`src/rtl/tiny_fpga_fabric_if.sv`:
```
// Fabric pin bundle: parallel bitstream, primary inputs A-D and output Z.
//   master : drives prog_in, A, B, C, D; observes Z
//   slave  : the fabric; observes prog_in, A-D; drives Z
interface tiny_fpga_fabric_if;
  logic [115:0] prog_in;
  logic         A;
  logic         B;
  logic         C;
  logic         D;
  logic         Z;

  modport master (output prog_in, output A, output B, output C, output D, input Z);
  modport slave  (input prog_in, input A, input B, input C, input D, output Z);
endinterface

```
`src/rtl/tiny_fpga_fabric.sv`:
```
// Minimal programmable fabric: four 4-input LUT cells with forward-only
// routing and an OR-combined output pin Z.
//   clk   : rising-edge clock
//   reset : async active-high; forces Z low, clears cell flops, and opens
//           the bitstream load window (cfg captured every edge while high)
//   bus   : slave modport of tiny_fpga_fabric_if (prog_in, A-D in, Z out)
// Optional build macro TINY_FPGA_CELL_FF_EN adds a per-cell output flop
// selected by the cell's ff_en bit; without it every cell is combinational.
module tiny_fpga_fabric (
  input  logic                clk,
  input  logic                reset,
  tiny_fpga_fabric_if.slave   bus
);

  localparam int unsigned NCELL      = 4;
  localparam int unsigned NIN        = 4;
  localparam int unsigned CFG_W      = 116;
  localparam int unsigned LUT_W      = 16;
  localparam int unsigned ROUTE_W    = 8;
  localparam int unsigned CCFG_W     = 5;
  localparam int unsigned LUT_BASE   = 52;
  localparam int unsigned ROUTE_BASE = 20;
  localparam int unsigned BIT_FF_EN  = 4;
  localparam int unsigned BIT_INV    = 3;
  localparam int unsigned BIT_ZDRV   = 2;
  localparam int unsigned IDX_W      = 7;

  logic [CFG_W-1:0] cfg_q;
  logic [CFG_W-1:0] cfg_d;
  logic [NIN-1:0]   pins_c;
  logic [NCELL-1:0] val_c;
  logic [NCELL-1:0] o_c;
  logic [NCELL-1:0] zen_c;

  assign pins_c = {bus.D, bus.C, bus.B, bus.A};

  // Bitstream load window: capture while reset is high, hold otherwise.
  assign cfg_d = reset ? bus.prog_in : cfg_q;

  always_ff @(posedge clk) begin
    cfg_q <= cfg_d;
  end

`ifdef TINY_FPGA_CELL_FF_EN
  logic [NCELL-1:0] ff_q;
  logic [NCELL-1:0] ff_d;

  // Post-inversion cell values; ff_en picks whether O uses this flop.
  assign ff_d = val_c;

  always_ff @(posedge clk or posedge reset) begin
    if (reset) begin
      ff_q <= '0;
    end else begin
      ff_q <= ff_d;
    end
  end
`endif

  // Cell evaluation in index order so cell i only sees outputs of cells < i.
  always_comb begin
    logic [NCELL-1:0] o_v;
    logic [NIN-1:0]   in_v;
    logic [1:0]       sel_v;
    logic [IDX_W-1:0] idx_v;

    val_c = '0;
    zen_c = '0;
    o_v   = '0;
    in_v  = '0;
    sel_v = '0;
    idx_v = '0;

    for (int unsigned i = 0; i < NCELL; i++) begin
      in_v = '0;
      for (int unsigned k = 0; k < NIN; k++) begin
        idx_v = IDX_W'(ROUTE_BASE + ROUTE_W * i + 2 * k);
        sel_v = cfg_q[idx_v +: 2];
        case (sel_v)
          2'b00:   in_v[k] = pins_c[k];
          2'b01:   in_v[k] = (k < i) ? o_v[k] : 1'b0;
          2'b10:   in_v[k] = 1'b0;
          default: in_v[k] = 1'b1;
        endcase
      end

      idx_v    = IDX_W'(LUT_BASE + LUT_W * i + 32'(in_v));
      val_c[i] = cfg_q[idx_v];
      idx_v    = IDX_W'(CCFG_W * i + BIT_INV);
      val_c[i] = val_c[i] ^ cfg_q[idx_v];
      o_v[i]   = val_c[i];

`ifdef TINY_FPGA_CELL_FF_EN
      idx_v = IDX_W'(CCFG_W * i + BIT_FF_EN);
      if (cfg_q[idx_v]) begin
        o_v[i] = ff_q[i];
      end
`endif

      idx_v    = IDX_W'(CCFG_W * i + BIT_ZDRV);
      zen_c[i] = cfg_q[idx_v];
    end

    o_c = o_v;
  end

  // Z is forced low asynchronously while reset is asserted.
  assign bus.Z = reset ? 1'b0 : |(o_c & zen_c);

endmodule

```
`src/flat_wrapper.sv`:
```
// flat-port wrapper written by rule: the top's interface ports become plain ports
module tiny_fpga_fabric_flat 
  (clk, reset, bus_prog_in, bus_A, bus_B, bus_C, bus_D, bus_Z);
  tiny_fpga_fabric_if bus_i ();
  input  logic clk;
  input  logic reset;
  input wire logic [$bits(bus_i.prog_in)-1:0] bus_prog_in;
  input wire logic [$bits(bus_i.A)-1:0] bus_A;
  input wire logic [$bits(bus_i.B)-1:0] bus_B;
  input wire logic [$bits(bus_i.C)-1:0] bus_C;
  input wire logic [$bits(bus_i.D)-1:0] bus_D;
  output wire logic [$bits(bus_i.Z)-1:0] bus_Z;
  assign bus_i.prog_in = bus_prog_in;
  assign bus_i.A = bus_A;
  assign bus_i.B = bus_B;
  assign bus_i.C = bus_C;
  assign bus_i.D = bus_D;
  assign bus_Z = bus_i.Z;
  tiny_fpga_fabric u_core (.clk(clk), .reset(reset), .bus(bus_i));
endmodule
```
`config.mk`:
```
export PLATFORM = sky130hd
export DESIGN_NAME = tiny_fpga_fabric_flat
export DESIGN_NICKNAME = d
export VERILOG_FILES = /design/src/rtl/tiny_fpga_fabric_if.sv /design/src/rtl/tiny_fpga_fabric.sv /design/src/flat_wrapper.sv
export SDC_FILE = /design/constraint.sdc
export NUM_CORES = 1
export LEC_CHECK = 0
export ABC_AREA = 1
export CAP_MARGIN = 25
export CORE_MARGIN = 8
export CORE_UTILIZATION = 45
export DETAILED_ROUTE_END_ITERATION = 6
export PLACE_DENSITY = 0.82
export SETUP_SLACK_MARGIN = 0.2
export SLEW_MARGIN = 5
export SYNTH_ARGS = -nofsm -noshare
export SYNTH_HDL_FRONTEND = slang
export SYNTH_SLANG_ARGS = --single-unit
```
`constraint.sdc`:
```
create_clock -name clk -period 5.9 [get_ports clk]
set_input_delay 1.18 -clock clk [delete_from_list [all_inputs] [get_ports clk]]
set_output_delay 1.18 -clock clk [all_outputs]
set_load 0.02 [all_outputs]
```
==> flow_metrics.tcl, run 1 <==
set metrics [dict create \
    netlist_area_um2 5130 \
    nNetsFinal 746 \
    endpoint_kind "output port" \
    synth-seq-cells 104 \
    cp_slowest_cell "ha_4" \
    die_x_um 123 \
    fin_ws_ns -0.465 \
    final-setup-viol-count 1 \
    ys_types 33 \
    mostFrequentLayoutCells "clkdlybuf4s50_1, edfxtp_1, nand2_1" \
    clock_sinks 104 \
    num_rows 39 \
    grt_max_degree 61 \
    syn-num-nets 594 \
    synth-edff-count 104 \
    power_density_nw_per_um2 299 \
    fin_cells 758 \
    synth_cells 458 \
    synth_ff_type "edfxtp_1" \
    area_growth_pct 45.3 \
    vias 4344 \
    wl_per_cell_um 20.2 \
    antenna_found_initial 0 \
    crit_arrival_ns 5.19 \
    start_util_pct 45.5 \
    portBuffers 110 \
    max_slew_margin_pct 50.6 \
    yosysSeqAreaShare_pct 60.9 \
    maxCapViolations 0 \
    hold_viol_final 0 \
    ys_async_sr_fraction_pct 0 \
    routed_via_density 5.73 \
    track_usage_pct 19.1 \
    drt-total-wl_mm 15.3 \
    die_y_um 123 \
    cp-start-kind "input pin" \
    grt_overflow 0 \
    violations "negative setup slack" \
    drive_above_1_share_pct 28.8 \
    setup-tns-final_ns -0.465 \
    fin_crit_sh_pct 108 \
    hold_class "in2reg" \
    slowest_delay_ns 0.24 \
    worst-slew-pin-transition_ns 0.741 \
    required_ns 4.72 \
    post-route-util_pct 66.1 \
    postRouteAntennaNets 0 \
    cts_tree "built" \
    num_antenna_cells 0 \
    crit_top_cell "nand3_2" \
    largest_register_ffs 104 \
    status "finished, violations left" \
    cts_buffers 9 \
    dieArea_um2 15100 \
    largestRegisters "u_core.cfg_q: 104 flops" \
    dp.cells 736 \
    io_pins 123 \
    place_hpwl_mm 9.76 \
    critical_path.endpoint "bus_Z" \
    cts_buffer_depth 2 \
    grt_pass1_wl_mm 22.2 \
    hold_ws_ns 1.37 \
    syn_area_per_cell_um2 11.2 \
    core_um2 11300 \
    clk_pin_slew_ns 0.07 \
    grt_pass1_vias 4535 \
    crit_start "bus_A" \
    timing.fmax_mhz 157 \
    drt_pass1_iterations 5 \
    worstSetupPathType "in2out" \
    placed_area_um2 6670 \
    root_buffer "clkbuf_16" \
    finalWeightedCongestion 0.879 \
    p_leak_uw 0.00302 \
    largest_register "u_core.cfg_q" \
    rsz0062_at_grt "true" \
    cp_max_fo 8 \
    finalMaxSlewViolations 0 \
    design_area_um2 7460 \
    drt_iter0_drc 432 \
    post-route-min-period_ns 6.37 \
    htreeDepth 3 \
    peakVddDrop_mv 0.175 \
    ys_warn_count 0 \
    drc 0 \
]
cell usage after synthesis, types with 5 or more instances:
master    count  area [um2]
edfxtp_1    104        3120
nand3_1     104         521
nand2_1      78         293
inv_1        55         206
ha_1         14         175
o21ai_0      14        70.1
mux2i_1      12         120
nand2_2      10        62.6
nand3_2       8        80.1
nor2_1        7        26.3
nand3b_1      6        45.0
nand2_4       5        56.3
through the flow:
step | setup WS, ns | power, uW
2_1_floorplan | 0.208 | 1260
3_3_place_gp | -1.05 | 1470
3_5_place_dp | -1.36 | 1490
4_1_cts | -0.223 | 2170
5_1_grt | -0.722 | 2310
6_report | -0.465 | 2230
metal layers:
layer / track usage [%] / up-vias / share of wire, %
met4: 10.2 / 0 / 5.0
li1: - / 1923 / -
met3: 4.74 / 70 / 7.6
met1: 20.7 / 2087 / 36
met2: 33.7 / 264 / 51
met5: 0 / - / 0
worst min-delay path by stage:
stage / slack (ns) / end / depth (start not counted) / startpoint
4_1_cts: 1.37 / u_core.cfg_q[43]$_DFFE_PP_ / 1 / bus_prog_in[43]
6_report: 1.37 / u_core.cfg_q[97]$_DFFE_PP_ / 1 / reset
5_1_grt: 1.37 / u_core.cfg_q[61]$_DFFE_PP_ / 1 / bus_prog_in[61]
2_1_floorplan: 1.28 / u_core.cfg_q[100]$_DFFE_PP_ / 0 / bus_prog_in[100]
3_3_place_gp: 1.74 / u_core.cfg_q[97]$_DFFE_PP_ / 1 / reset
3_5_place_dp: 1.74 / u_core.cfg_q[43]$_DFFE_PP_ / 1 / bus_prog_in[43]
worst max-delay path: cells and delay by family:
| kind | cells | cell delay, ns |
|---|---|---|
| simple gates | 30 | 2.84 |
| fa+ha+maj | 1 | 0.24 |
| compound gates | 2 | 0.23 |
| buf+inv | 6 | 0.63 |
power breakdown:
part           switching [uW]  internal (uW)
Combinational             402            322
Sequential               31.3            879
Clock                     292            300
what timing repair did:
action / CTS / global route
hold endpoints to repair: 0 / 0
cloned: 2 / 0
hold buffers: 0 / 0
buffers inserted: 3 / 1
pin swaps: 53 / 9
resized for setup: 108 / 15
setup endpoints to repair: 1 / 1
logic make-up after synthesis:
family,Yosys count,synth area share (%)
simple gates,223,22.4
flops,104,60.9
buf+inv,69,5.59
compound gates,32,4.54
mux,16,3.22
fa+ha+maj,14,3.41
area by class of cell:
| cell class | instances | area, um2 |
|---|---|---|
| clock buffers | 9 | 225 |
| clock inverters | 7 | 70.1 |
| fillers | 764 | 3820 |
| inverters | 62 | 245 |
| multi-input cells | 287 | 2190 |
| flip-flops and latches | 104 | 3120 |
| well taps | 143 | 179 |
| repair buffers | 146 | 1420 |
No activity file was read; power rests on OpenSTA's default activity.
==> run 2, diff against run 1 <==
--- a/config.mk
+++ b/config.mk
@@ -8,9 +8,9 @@
 export ABC_AREA = 1
 export CAP_MARGIN = 25
 export CORE_MARGIN = 8
-export CORE_UTILIZATION = 45
+export CORE_UTILIZATION = 35
 export DETAILED_ROUTE_END_ITERATION = 6
-export PLACE_DENSITY = 0.82
+export PLACE_DENSITY = 0.68
 export SETUP_SLACK_MARGIN = 0.2
 export SLEW_MARGIN = 5
 export SYNTH_ARGS = -nofsm -noshare
==> flow_metrics.tcl, run 2 (synthesis results as in run 1) <==
set metrics [dict create \
    track_usage_pct 14.6 \
    hold_viol_final 0 \
    fin_ws_ns -0.231 \
    timing.fmax_mhz 163 \
    mostFrequentLayoutCells "clkdlybuf4s50_1, edfxtp_1, nand3_1" \
    die_y_um 137 \
    final-setup-viol-count 1 \
    rsz0062_at_grt "true" \
    htreeDepth 3 \
    cts_tree "built" \
    drt-total-wl_mm 13.5 \
    cp-start-kind "input pin" \
    violations "negative setup slack" \
    place_ws_ns -1.14 \
    cp_slowest_cell "ha_4" \
    grt_pass1_vias 4240 \
    wl_per_cell_um 16.8 \
    grt_overflow 0 \
    crit_arrival_ns 4.95 \
    start_util_pct 35.6 \
    cts_hold_buf 0 \
    num_antenna_cells 0 \
    hold_class "in2reg" \
    area_growth_pct 47.3 \
    portBuffers 110 \
    dp.cells 780 \
    drt_pass1_iterations 6 \
    die_x_um 137 \
    nNetsFinal 753 \
    maxCapViolations 0 \
    worst-slew-pin-transition_ns 0.877 \
    fin_cells 806 \
    dieArea_um2 18800 \
    drt_iter0_drc 273 \
    endpoint_kind "output port" \
    cp_max_fo 8 \
    cts_buffer_depth 2 \
    critical_path.endpoint "bus_Z" \
    antenna_found_initial 0 \
    crit_start "bus_B" \
    fin_crit_sh_pct 104 \
    largest_register "u_core.cfg_q" \
    io_pins 123 \
    clock_sinks 104 \
    largestRegisters "u_core.cfg_q: 104 flops" \
    power_density_nw_per_um2 289 \
    root_buffer "clkbuf_16" \
    status "finished, violations left" \
    slowest_delay_ns 0.24 \
    core_um2 14400 \
    grt_pass1_wl_mm 21.1 \
    required_ns 4.72 \
    drc 0 \
    cts_buffers 9 \
    clk_pin_slew_ns 0.07 \
    p_leak_uw 0.00304 \
    place_hpwl_mm 9.39 \
    largest_register_ffs 104 \
    num_rows 44 \
    max_slew_margin_pct 41.6 \
    worstSetupPathType "in2out" \
    vias 3986 \
    grt_max_degree 71 \
    setup-tns-final_ns -0.231 \
    peakVddDrop_mv 0.154 \
    finalWeightedCongestion 0.811 \
    postRouteAntennaNets 0 \
    finalMaxSlewViolations 0 \
    drive_above_1_share_pct 28.1 \
    routed_via_density 4.95 \
    post-route-min-period_ns 6.13 \
]
[run 2: changes by cell type in the layout (fill, tap and decap cells not counted), sizes merged, moves of 2 or more]
cell    change
inv         -6
buf         +5
clkinv      +3
clkbuf      +2
[run 2: where the power goes]
part	internal [uW]	leakage, uW	switching [uW]
logic	332	0.00188	364
clock network	325	0.000138	251
registers	880	0.00102	31.8
[run 2: what timing repair did]
item | CTS | global route
cloned | 5 | 0
resized for setup | 111 | 10
pin swaps | 53 | 9
endpoints found under the setup margin | 1 | 1
setup buffers | 5 | 0
[run 2: critical path: cells and delay by family]
family / cells / cell delay (ns)
compound gates: 2 / 0.24
buf+inv: 6 / 0.63
simple gates: 31 / 2.63
fa+ha+maj: 1 / 0.24
[run 2: worst min-delay path by stage]
stage,cells after the start,end,slack [ns],startpoint
floorplan,0,u_core.cfg_q[100]$_DFFE_PP_,1.28,bus_prog_in[100]
global placement,1,u_core.cfg_q[98]$_DFFE_PP_,1.66,reset
detailed placement,1,u_core.cfg_q[98]$_DFFE_PP_,1.68,reset
CTS,1,u_core.cfg_q[99]$_DFFE_PP_,1.31,reset
global route,1,u_core.cfg_q[99]$_DFFE_PP_,1.32,reset
finish,1,u_core.cfg_q[99]$_DFFE_PP_,1.31,reset
[run 2: routing by layer]
layer / routed length (um) / track usage (%) / vias up
li1: - / - / 1939
met1: 5830 / 17.9 / 1888
met2: 6640 / 24.4 / 139
met3: 860 / 3.93 / 20
met4: 223 / 4.77 / 0
met5: 0 / 0 / -
[run 2: cell type report]
type	instances	area, um2
multi-input cells	289	2170
inverters	62	248
repair buffers	151	1500
fillers	1233	6870
clock buffers	11	233
well taps	184	230
flip-flops and latches	104	3120
clock inverters	5	47.5
[run 2: per-stage QoR]
step	area [um2]	utilization (%)	hold slack [ns]	power, uW
floorplan	5190	-	1.28	1260
global placement	6750	46.8	1.66	1480
detailed placement	6750	46.8	1.68	1490
CTS	7520	52.2	1.31	2180
global route	7560	52.4	1.32	2290
finish	7560	52.4	1.31	2180
==> run 3, diff against run 2 <==
--- a/config.mk
+++ b/config.mk
@@ -9,6 +9,8 @@
 export CAP_MARGIN = 25
 export CORE_MARGIN = 8
 export CORE_UTILIZATION = 35
+export CTS_BUF_LIST = sky130_fd_sc_hd__clkbuf_8
+export CTS_CLUSTER_DIAMETER = 80
 export DETAILED_ROUTE_END_ITERATION = 6
 export PLACE_DENSITY = 0.68
 export SETUP_SLACK_MARGIN = 0.2
==> flow_metrics.tcl, run 3 (synthesis results as in run 1) <==
set metrics [dict create \
    violations "negative setup slack" \
    place_hpwl_mm 9.39 \
    cts_buffer_depth 2 \
    largest_register "u_core.cfg_q" \
    core_um2 14400 \
    hold_class "in2reg" \
    grt_use_met1_pct 18.1 \
    fin_cells 808 \
    maxCapViolations 0 \
    portBuffers 110 \
    antenna_found_initial 0 \
    area_growth_pct 48.0 \
    fin_crit_sh_pct 104 \
    dp.cells 780 \
    final-setup-viol-count 1 \
    required_ns 4.72 \
    cts_tree "built" \
    cts_hold_buf 0 \
    cp_max_fo 8 \
    met2_usage_pct 23.6 \
    postRouteAntennaNets 0 \
    finalMaxSlewViolations 0 \
    grt_pass1_wl_mm 20.9 \
    hold_viol_final 0 \
    drc 0 \
    track_usage_pct 14.5 \
    num_antenna_cells 0 \
    worst-slew-pin-transition_ns 0.873 \
    top_usage_layer "met2" \
    htreeDepth 3 \
    routed_via_density 5.00 \
    endpoint_kind "output port" \
    root_buffer "clkbuf_8" \
    largestRegisters "u_core.cfg_q: 104 flops" \
    grt_overflow 0 \
    drt-total-wl_mm 13.7 \
    start_util_pct 35.6 \
    finalWeightedCongestion 0.811 \
    crit_top_cell "nand3_2" \
    clock_sinks 104 \
    max_slew_margin_pct 41.8 \
    clk_pin_slew_ns 0.09 \
    wl_per_cell_um 17.0 \
    post-route-min-period_ns 6.14 \
    num_rows 44 \
    power_density_nw_per_um2 272 \
    largest_register_ffs 104 \
    vias 4037 \
    crit_arrival_ns 4.96 \
    nNetsFinal 755 \
    peakVddDrop_mv 0.132 \
    design_area_um2 7590 \
    rsz0062_at_grt "true" \
    cp-start-kind "input pin" \
    die_x_um 137 \
    drt_pass1_iterations 5 \
    cts_buffers 9 \
    die_y_um 137 \
    grt_pass1_vias 4195 \
    io_pins 123 \
    slowest_delay_ns 0.20 \
    worstSetupPathType "in2out" \
    status "finished, violations left" \
    use_met3_pct 3.74 \
    mostFrequentLayoutCells "clkdlybuf4s50_1, edfxtp_1, nand3_2" \
    cp_slowest_cell "ha_4" \
    fin_ws_ns -0.240 \
    timing.fmax_mhz 163 \
    drt_iter0_drc 269 \
    grt_max_degree 71 \
    drive_above_1_share_pct 32.2 \
    dieArea_um2 18800 \
    p_leak_uw 0.00306 \
    placed_area_um2 6750 \
]
run 3: area by class of cell:
class / instances / area, um2
sequential: 104 / 3120
inverter: 62 / 248
fill: 1237 / 6830
clock inverter: 7 / 55.1
clock buffer: 9 / 124
multi-input combinational: 289 / 2310
tap: 184 / 230
timing repair buffer: 153 / 1510
run 3: final timing paths:
| path | from | endpoint | cells after the start |
|---|---|---|---|
| setup / recovery | bus_A | bus_Z | 41 |
| hold / removal | reset | u_core.cfg_q[99]$_DFFE_PP_ | 1 |
run 3: where the power goes:
part | total (uW) | internal [uW] | switching, uW
Combinational | 733 | 345 | 388
Sequential | 911 | 879 | 31.8
Clock | 422 | 189 | 233
Total | 2070 | 1410 | 653
run 3: per-layer routing:
| metal | vias to the layer above | wire length [um] |
|---|---|---|
| li1 | 1944 | - |
| met1 | 1909 | 5940 |
| met2 | 159 | 6670 |
| met3 | 25 | 873 |
| met4 | 0 | 259 |
| met5 | - | 0 |
run 3: critical path, delay by kind of cell:
family          cells  cell delay, ns
fa+ha+maj           1            0.20
simple gates       32            2.64
compound gates      1            0.15
buf+inv             7            0.77
run 3: per-stage QoR:
step / TNS, ns / util [%] / worst slack (ns) / total power (uW) / hold slack [ns]
3_5_place_dp: -1.14 / 46.8 / -1.14 / 1490 / 1.68
5_1_grt: -0.550 / 52.7 / -0.550 / 2170 / 1.27
2_1_floorplan: 0 / - / 0.208 / 1260 / 1.28
3_3_place_gp: -1.04 / 46.8 / -1.04 / 1480 / 1.66
4_1_cts: -0.156 / 51.2 / -0.156 / 2020 / 1.27
6_report: -0.240 / 52.7 / -0.240 / 2070 / 1.27
run 3: timing repair:
action | in CTS | in global routing
cloned | 5 | 0
buffers inserted | 5 | 2
setup endpoints to repair | 1 | 1
pin swaps | 51 | 40
gates resized for setup | 102 | 44
